File: config.mk
export PLATFORM = sky130hd
export DESIGN_NAME = key_conditioner
export DESIGN_NICKNAME = d
export VERILOG_FILES = /design/src/rtl/key_cond_pkg.sv /design/src/rtl/key_debounce.sv /design/src/rtl/key_conditioner.sv
export SDC_FILE = /design/constraint.sdc
export NUM_CORES = 1
export LEC_CHECK = 0
export ABC_AREA = 1
export BUFFER_PORTS_ARGS = -buffer_cell sky130_fd_sc_hd__buf_4
export CAP_MARGIN = 20
export CORE_ASPECT_RATIO = 1.2
export CORE_UTILIZATION = 60
export CTS_CLUSTER_SIZE = 12
export DETAILED_ROUTE_END_ITERATION = 10
export HOLD_SLACK_MARGIN = 0.03
export MAX_ROUTING_LAYER = met4
export PLACE_DENSITY = 0.86
export SYNTH_ARGS = -nofsm -noshare
export SYNTH_HDL_FRONTEND = slang
export SYNTH_SLANG_ARGS = --single-unit
File: constraint.sdc
create_clock -name clock -period 2.5 [get_ports clock]
set_input_delay 0.25 -clock clock [delete_from_list [all_inputs] [get_ports clock]]
set_output_delay 0.25 -clock clock [all_outputs]
set_load 0.05 [all_outputs]
File: src/rtl/key_cond_pkg.sv
// key_cond_pkg: shared FSM state type and sizing defaults for key_conditioner
package key_cond_pkg;
  typedef enum logic [1:0] {IDLE, FIRE, HOLD} state_t;
  localparam int NUM_KEY = 4;
  localparam int DEBOUNCE_DEFAULT = 4;
endpackage

File: src/rtl/key_debounce.sv
// key_debounce: 2-flop synchronizer followed by a counter debouncer for one channel
module key_debounce #(
  parameter int DEBOUNCE_CYCLES = 4
) (
  input  logic clock,
  input  logic reset,
  input  logic raw,
  output logic deb
);
  localparam logic [2:0] LIMIT = 3'(DEBOUNCE_CYCLES - 1);
  logic s1, s2;
  logic [2:0] cnt;
  always_ff @(posedge clock)
    if (reset) begin
      {s1, s2, deb, cnt} <= '0;
    end else begin
      s1 <= raw;
      s2 <= s1;
      cnt <= (s2 == deb || cnt == LIMIT) ? 3'd0 : cnt + 3'd1;
      if (s2 != deb && cnt == LIMIT) deb <= s2;
    end
endmodule

File: src/rtl/key_conditioner.sv
// key_conditioner: debounces keys and start, emits one-cycle key/start press pulses
module key_conditioner
  import key_cond_pkg::*;
#(
  parameter int DEBOUNCE_CYCLES = DEBOUNCE_DEFAULT,
  parameter int NUM_KEY = key_cond_pkg::NUM_KEY
) (
  input  logic               clock,
  input  logic               reset,
  input  logic [NUM_KEY-1:0] raw_key,
  input  logic               raw_start,
  output logic [NUM_KEY-1:0] k,
  output logic               start,
  output logic               busy
);
  logic [NUM_KEY:0] raw_all, deb, deb_d, rise;
  logic [NUM_KEY-1:0] key_rise, low;
  state_t state, next;
  assign raw_all = {raw_start, raw_key};
  assign rise = deb & ~deb_d;
  assign key_rise = rise[NUM_KEY-1:0];
  // isolate the lowest-index rising key
  assign low = key_rise & (-key_rise);
  for (genvar i = 0; i <= NUM_KEY; i++) begin : g_ch
    key_debounce #(.DEBOUNCE_CYCLES(DEBOUNCE_CYCLES)) u_deb (
      .clock(clock),
      .reset(reset),
      .raw(raw_all[i]),
      .deb(deb[i])
    );
  end
  always_comb
    next = state == IDLE ? (|key_rise ? FIRE : IDLE)
         : state == FIRE ? HOLD
         : (|deb[NUM_KEY-1:0] ? HOLD : IDLE);
  always_ff @(posedge clock)
    if (reset) begin
      state <= IDLE;
      deb_d <= '0;
      k <= '0;
      start <= 1'b0;
      busy <= 1'b0;
    end else begin
      state <= next;
      deb_d <= deb;
      k <= state == IDLE ? low : '0;
      start <= rise[NUM_KEY];
      busy <= next != IDLE;
    end
endmodule

==> flow_summary.yaml, run 1 <==
route:
  ant_nets: 0
  vias: 1005
  avgRoutedWirePerCell_um: 9.563
  drtPass1Iterations: 4
  drc: 0
  vias_per_cell: 4.718
  drt_wl_total_um: 2037
  detail_route.iter0.violations: 7
clock_network:
  ctsResizeCount: 0
  cts_hold_buf: 0
  numCtsBuffers: 5
  clock_path_buffers: 2
  path_clk_slew_ps: 120
  cts_sinks: 43
  post_cts_buffers: 0
  cts_tree: "yes"
  cts_root_buf: "clkbuf_4"
  htreeDepth: 2
  clk_latency_ps: 350
synthesis:
  syn-instance-count: 165
  synth_nets: 182
  synth.most_common_cell: "dfxtp_1"
  synth.top_cell.area_share: 0.5840
  synth_edf_count: 0
  syn_avg_cell_area_sq_um: 8.933
  synth_common_cells: "43 x dfxtp_1, 37 x inv_1, 36 x nor2_1"
  synth_seq_cells: 43
  syn_area_sq_um: 1474
  synth-main-ff-cell: "dfxtp_1"
  synth.top_cells.by_area: "dfxtp_1 58%, inv_1 9.4%, nor2_1 9.2%, ha_1 8.5%, xor2_1 3.0%"
  synth_top_area_cell: "dfxtp_1"
  yosysWarningCount: 0
  async_reset_ff_frac: 0
  synth-seq-area-share: 0.5840
  yosysUniqueCellTypes: 17
run_status:
  status: "finished, final reports clean"
power:
  power.density_nw_per_um2: 706.1
  finalPower_mw: 1.176
  p_leak_nw: 0.7892
  ir_drop_mv: 0.6674
timing:
  setup_viol: 0
  fmax_mhz: 887.1
  slew_headroom: 0.8525
  tns_ps: 0
  setup_slack_ps: 1373
  finalCriticalPeriod_ps: 1127
  min_period_over_period: 0.4509
  drv_slew: 0
  rsz0062_at_grt: "false"
  tightest_slew_ps: 218.9
  finalHoldViolCount: 0
  skew_ps: 9.488
die:
  initial_utilization: 0.6392
  rows: 19
  die_y_um: 56.30
  pin_count: 13
  core_sq_um: 2306
  die_w_um: 47.25
  die_area_sq_um: 2660
placement:
  hpwl_um: 1522
  place_ws_ps: 1426
  placed_area_sq_um: 1579
  gp_congestion: 0.7561
  port_buffers: 12
layout:
  seqCellArea_sq_um: 860.8
  multi_input_area_sq_um: 446.7
  finish.utilization: 0.7222
  fillerInstances: 173
  nNetsFinal: 198
  design_area_sq_um: 1665
  drive_gt1_frac: 0.1154
  diodes: 0
  syn2layout_area_growth_pct: 12.99
grt:
  grt_pass1_vias: 999
  grt_start_max_net_pins: 19
  antenna_found_initial: 0
  grt_pass1_wl_um: 3691
  overflow: 0
  track_usage: 0.2074
critical_path:
  critPathSlowestCell: "dfxtp_1"
  critical_path.cell_chain: "buf_4"
  cp_num_buf_inv: 1
  worst_r2r_path_depth: 5
  critPathKind: "flip-flop to output port"
  arrival_ps: 880
  cp.depth: 1
  end_kind: "output port"
  start_kind: "flip-flop"
  worstPathRequired_ps: 2250
  cp_max_fo: 1
  cp_top_family: "flip-flops"
  max_stage_delay_ps: 340
hold_path:
  holdPathStages: 3
  min_path_type: "primary input to flip-flop"
flow_run:
  drv_cap: 0
-- worst paths after layout --
kind         slack, ps              endpoint            startpoint
max               1370                  busy                  busy
min                100      g_ch[4].u_deb.s1             raw_start
max reg2reg       1410  g_ch[3].u_deb.cnt[2]  g_ch[3].u_deb.cnt[0]
min reg2reg        410      g_ch[4].u_deb.s2      g_ch[4].u_deb.s1
-- flip-flops by register name (all words and copies together), names as in the netlist --
| register | count |
|---|---|
| g_ch.u_deb.s2 | 5 |
| g_ch.u_deb.cnt | 15 |
| start | 1 |
| busy | 1 |
| g_ch.u_deb.deb | 5 |
| k | 4 |
| deb_d | 5 |
| state | 2 |
| g_ch.u_deb.s1 | 5 |
-- metal layers --
layer	up-vias	track usage	wire length, um
met3	5	0.07074	75
met5	-	-	0
met2	19	0.3366	1129
li1	521	-	-
met1	460	0.1932	788
met4	0	0.1388	44
-- logic make-up after synthesis --
logic type,count (synthesis),synth area share
fa+ha+maj,10,0.08489
simple gates,55,0.1511
xor+xnor,5,0.02971
flops,43,0.5840
buf+inv,41,0.1129
compound gates,11,0.03734
-- placed cells by master, fill, tap and decap left out --
cell	Yosys	routed
nand4_1	1	1
o21ai_0	3	3
dfxtp_1	43	43
buf_4	1	12
ha_1	10	10
inv_1	37	37
clkbuf_8	0	1
nor3b_1	1	1
inv_2	1	1
clkbuf_4	0	5
nand2_1	9	9
bufinv_16	0	1
o21ai_1	3	3
nor3_1	1	1
xor2_1	5	5
nor2_1	36	36
nand3_1	7	7
a21oi_1	5	5
clkinv_2	0	1
-- stage by stage --
stage / hold WS, ps / std cells
floorplan: 357.0 / 165
global placement: 386.2 / 205
detailed placement: 395.9 / 205
CTS: 87.12 / 213
global route: 81.37 / 213
finish: 100.9 / 213
-- power breakdown --
group | internal, mW | leakage (nW) | switching (mW)
Sequential | 0.695 | 0.349 | 0.00448
Clock | 0.236 | 0.0482 | 0.208
Combinational | 0.0135 | 0.392 | 0.0185
-- layout make-up --
| cell class | count | share of cell area |
|---|---|---|
| clock inverters | 2 | 0.02104 |
| inverters | 38 | 0.08565 |
| flip-flops and latches | 43 | 0.5169 |
| multi-input cells | 81 | 0.2682 |
| repair buffers | 12 | 0.05409 |
| well taps | 31 | 0.02329 |
| clock buffers | 6 | 0.03080 |
Note: power is estimated with default switching activity, not from simulation.
==> inputs of run 2 (changes only) <==
CORE_UTILIZATION = 51   (was 60)
PLACE_DENSITY = 0.79   (was 0.86)
clock period = 0.95 ns   (was 2.5 ns; I/O delays follow)
==> run 2 against run 1 <==
The flow now finishes with violations (setup timing). Design area is 26% higher. Worst hold slack better by 19 ps. Sequential cell count stayed put. Non-clock buffer count is 13 higher. Clock skew is 1.0 ps lower. First-iteration DRC count grew to 2.7 times the previous value. Global-route usage is 2.0 points higher. Critical path depth is 4 higher. Clock power is 120% higher. Total power grew to 2.5 times the previous value. Core utilization is 4.1 points higher. Cell count is 7.5% higher.
==> flow_summary.yaml, run 2 (same netlist as run 1, synthesis figures left out) <==
route:
  drt_wl_total_um: 3079
  vias_per_cell: 4.799
  drtPass1Iterations: 4
  vias: 1099
  ant_nets: 0
  detail_route.iter0.violations: 19
  avgRoutedWirePerCell_um: 13.45
  drc: 0
layout:
  final_cell_mix: "31 x inv_1, 26 x dfxtp_1, 25 x nor2_1"
  final_common_cell: "inv_1"
  fin_cells: 229
  drive_gt1_frac: 0.4410
  largest_register: "g_ch.u_deb.cnt"
  syn2layout_area_growth_pct: 42.78
  diodes: 0
  largest_reg_flops: 15
  nNetsFinal: 211
  fillerInstances: 164
clock_network:
  numCtsBuffers: 5
  htreeDepth: 2
  cts_root_buf: "clkbuf_4"
  path_clk_slew_ps: 110
  clk_latency_ps: 350
  cts_tree: "yes"
  cts_sinks: 43
  clock_path_buffers: 2
critical_path:
  max_stage_delay_ps: 370
  critical_path.cell_chain: "ha_4 -> ha_4 -> inv_4 -> nand3_4 -> nor2_1"
  cpMostUsedCell: "ha_4"
  critPathKind: "flip-flop to flip-flop"
  reg2reg_from: "g_ch[0].u_deb.cnt[0]"
  cp.depth: 5
  worst_r2r_path_depth: 5
  startpoint: "g_ch[0].u_deb.cnt[0]"
  cp_top_family: "flip-flops"
  start_kind: "flip-flop"
  cp_num_buf_inv: 1
  r2r_end: "g_ch[0].u_deb.cnt[2]"
  worstPathRequired_ps: 1240
  critPathSlowestCell: "dfxtp_4"
  end_kind: "flip-flop"
  ff2ff_setup_slack_ps: -80
  cp-endpoint: "g_ch[0].u_deb.cnt[2]"
  cp_max_fo: 3
  arrival_ps: 1320
power:
  p_leak_nw: 0.8650
  power.density_nw_per_um2: 1417
  ir_drop_mv: 1.352
placement:
  gp_congestion: 0.7017
  port_buffers: 12
  dp_cells: 212
  hpwl_um: 1586
die:
  die_area_sq_um: 3110
  pin_count: 13
  core_sq_um: 2759
  rows: 21
  initial_utilization: 0.5342
  die_y_um: 60.89
  die_w_um: 51.08
hold_path:
  min_path_type: "primary input to flip-flop"
timing:
  setup_viol: 20
  finalCriticalPeriod_ps: 1027
  setup_slack_ps: -76.62
  drv_slew: 0
  rsz0062_at_grt: "true"
  slew_headroom: 0.8006
  finalHoldViolCount: 0
  skew_ps: 8.482
  fmax_mhz: 974.1
  min_period_over_period: 1.081
  tns_ps: -773.4
  tightest_slew_ps: 298.6
grt:
  antenna_found_initial: 0
  grt_pass1_vias: 1107
  grt_pass1_wl_um: 4733
  track_usage: 0.2271
  overflow: 0
  grt_start_max_net_pins: 18
run_status:
  violations: "setup timing"
  status: "finished, violations left"
flow_run:
  drv_cap: 0
[run 2: cell count changes in the layout (fill, tap and decap cells not counted), moves of 5 or more]
| cell | previous run | this run |
|---|---|---|
| nand3_4 | 0 | 5 |
| dlygate4sd3_1 | 0 | 5 |
| nand3_1 | 7 | 2 |
| o21ai_2 | 0 | 6 |
| nor2_2 | 0 | 10 |
| inv_1 | 37 | 31 |
| ha_1 | 10 | 0 |
| inv_4 | 0 | 5 |
| ha_4 | 0 | 10 |
| nor2_1 | 36 | 25 |
| dfxtp_2 | 0 | 16 |
| buf_8 | 0 | 5 |
| dfxtp_1 | 43 | 26 |
[run 2: how the worst min path moves through the flow]
stage | start | endpoint | slack [ps] | cells past startpoint
after floorplan | raw_key[0] | g_ch[0].u_deb.s1 | 200 | 2
after global placement | raw_key[3] | g_ch[3].u_deb.s1 | 290 | 3
after detailed placement | raw_key[3] | g_ch[3].u_deb.s1 | 300 | 3
after CTS | reset | g_ch[3].u_deb.deb | 90 | 4
after global routing | reset | g_ch[4].u_deb.deb | 130 | 4
final | reset | g_ch[4].u_deb.deb | 120 | 4
[run 2: final cells by class]
cell class | instances | area, sq um | area share
inverters | 38 | 155.1 | 0.07372
clock buffers | 8 | 68.82 | 0.03270
repair buffers | 25 | 245.2 | 0.1165
multi-input cells | 81 | 708.2 | 0.3365
well taps | 34 | 42.54 | 0.02021
flip-flops and latches | 43 | 884.6 | 0.4203
[run 2: stage by stage]
stage / worst slack (ps) / instance area (sq um) / util / total power, mW / hold slack [ps]
2_1_floorplan: -6.303 / 1499 / - / 1.945 / 202.0
3_3_place_gp: -34.52 / 1638 / 0.5937 / 1.973 / 292.4
3_5_place_dp: -102.3 / 1638 / 0.5937 / 1.980 / 302.1
4_1_cts: -45.13 / 1993 / 0.7224 / 2.982 / 91.52
5_1_grt: -123.1 / 2105 / 0.7628 / 3.096 / 125.7
6_report: -76.62 / 2105 / 0.7628 / 2.983 / 119.6
[run 2: metal layers]
layer / track usage / up-vias / share of wire
met2: 0.4248 / 27 / 0.58
met5: - / - / 0
met1: 0.2019 / 513 / 0.36
met4: 0.1270 / 0 / 0.022
met3: 0.06767 / 8 / 0.034
li1: - / 551 / -
[run 2: worst register-to-register path, stage by stage, from the launching register on]
cell     delay (ps)
dfxtp_4         370
ha_4            160
ha_4            160
inv_4            80
nand3_4         100
nor2_1          110
[run 2: power breakdown]
part	switching, mW	internal [mW]	leakage, nW	total [mW]
Combinational	0.0782	0.0714	0.469	0.150
Sequential	0.0181	1.83	0.358	1.85
Clock	0.552	0.436	0.0386	0.988
Total	0.649	2.33	0.865	2.98
[run 2: repair_timing]
action                                 4_1_cts  5_1_grt
endpoints found under the hold margin        5        0
gates resized for setup                     59       28
pin swaps                                   14        8
hold buffers                                 5        0
setup endpoints to repair                   26       31
setup buffers                                1        3
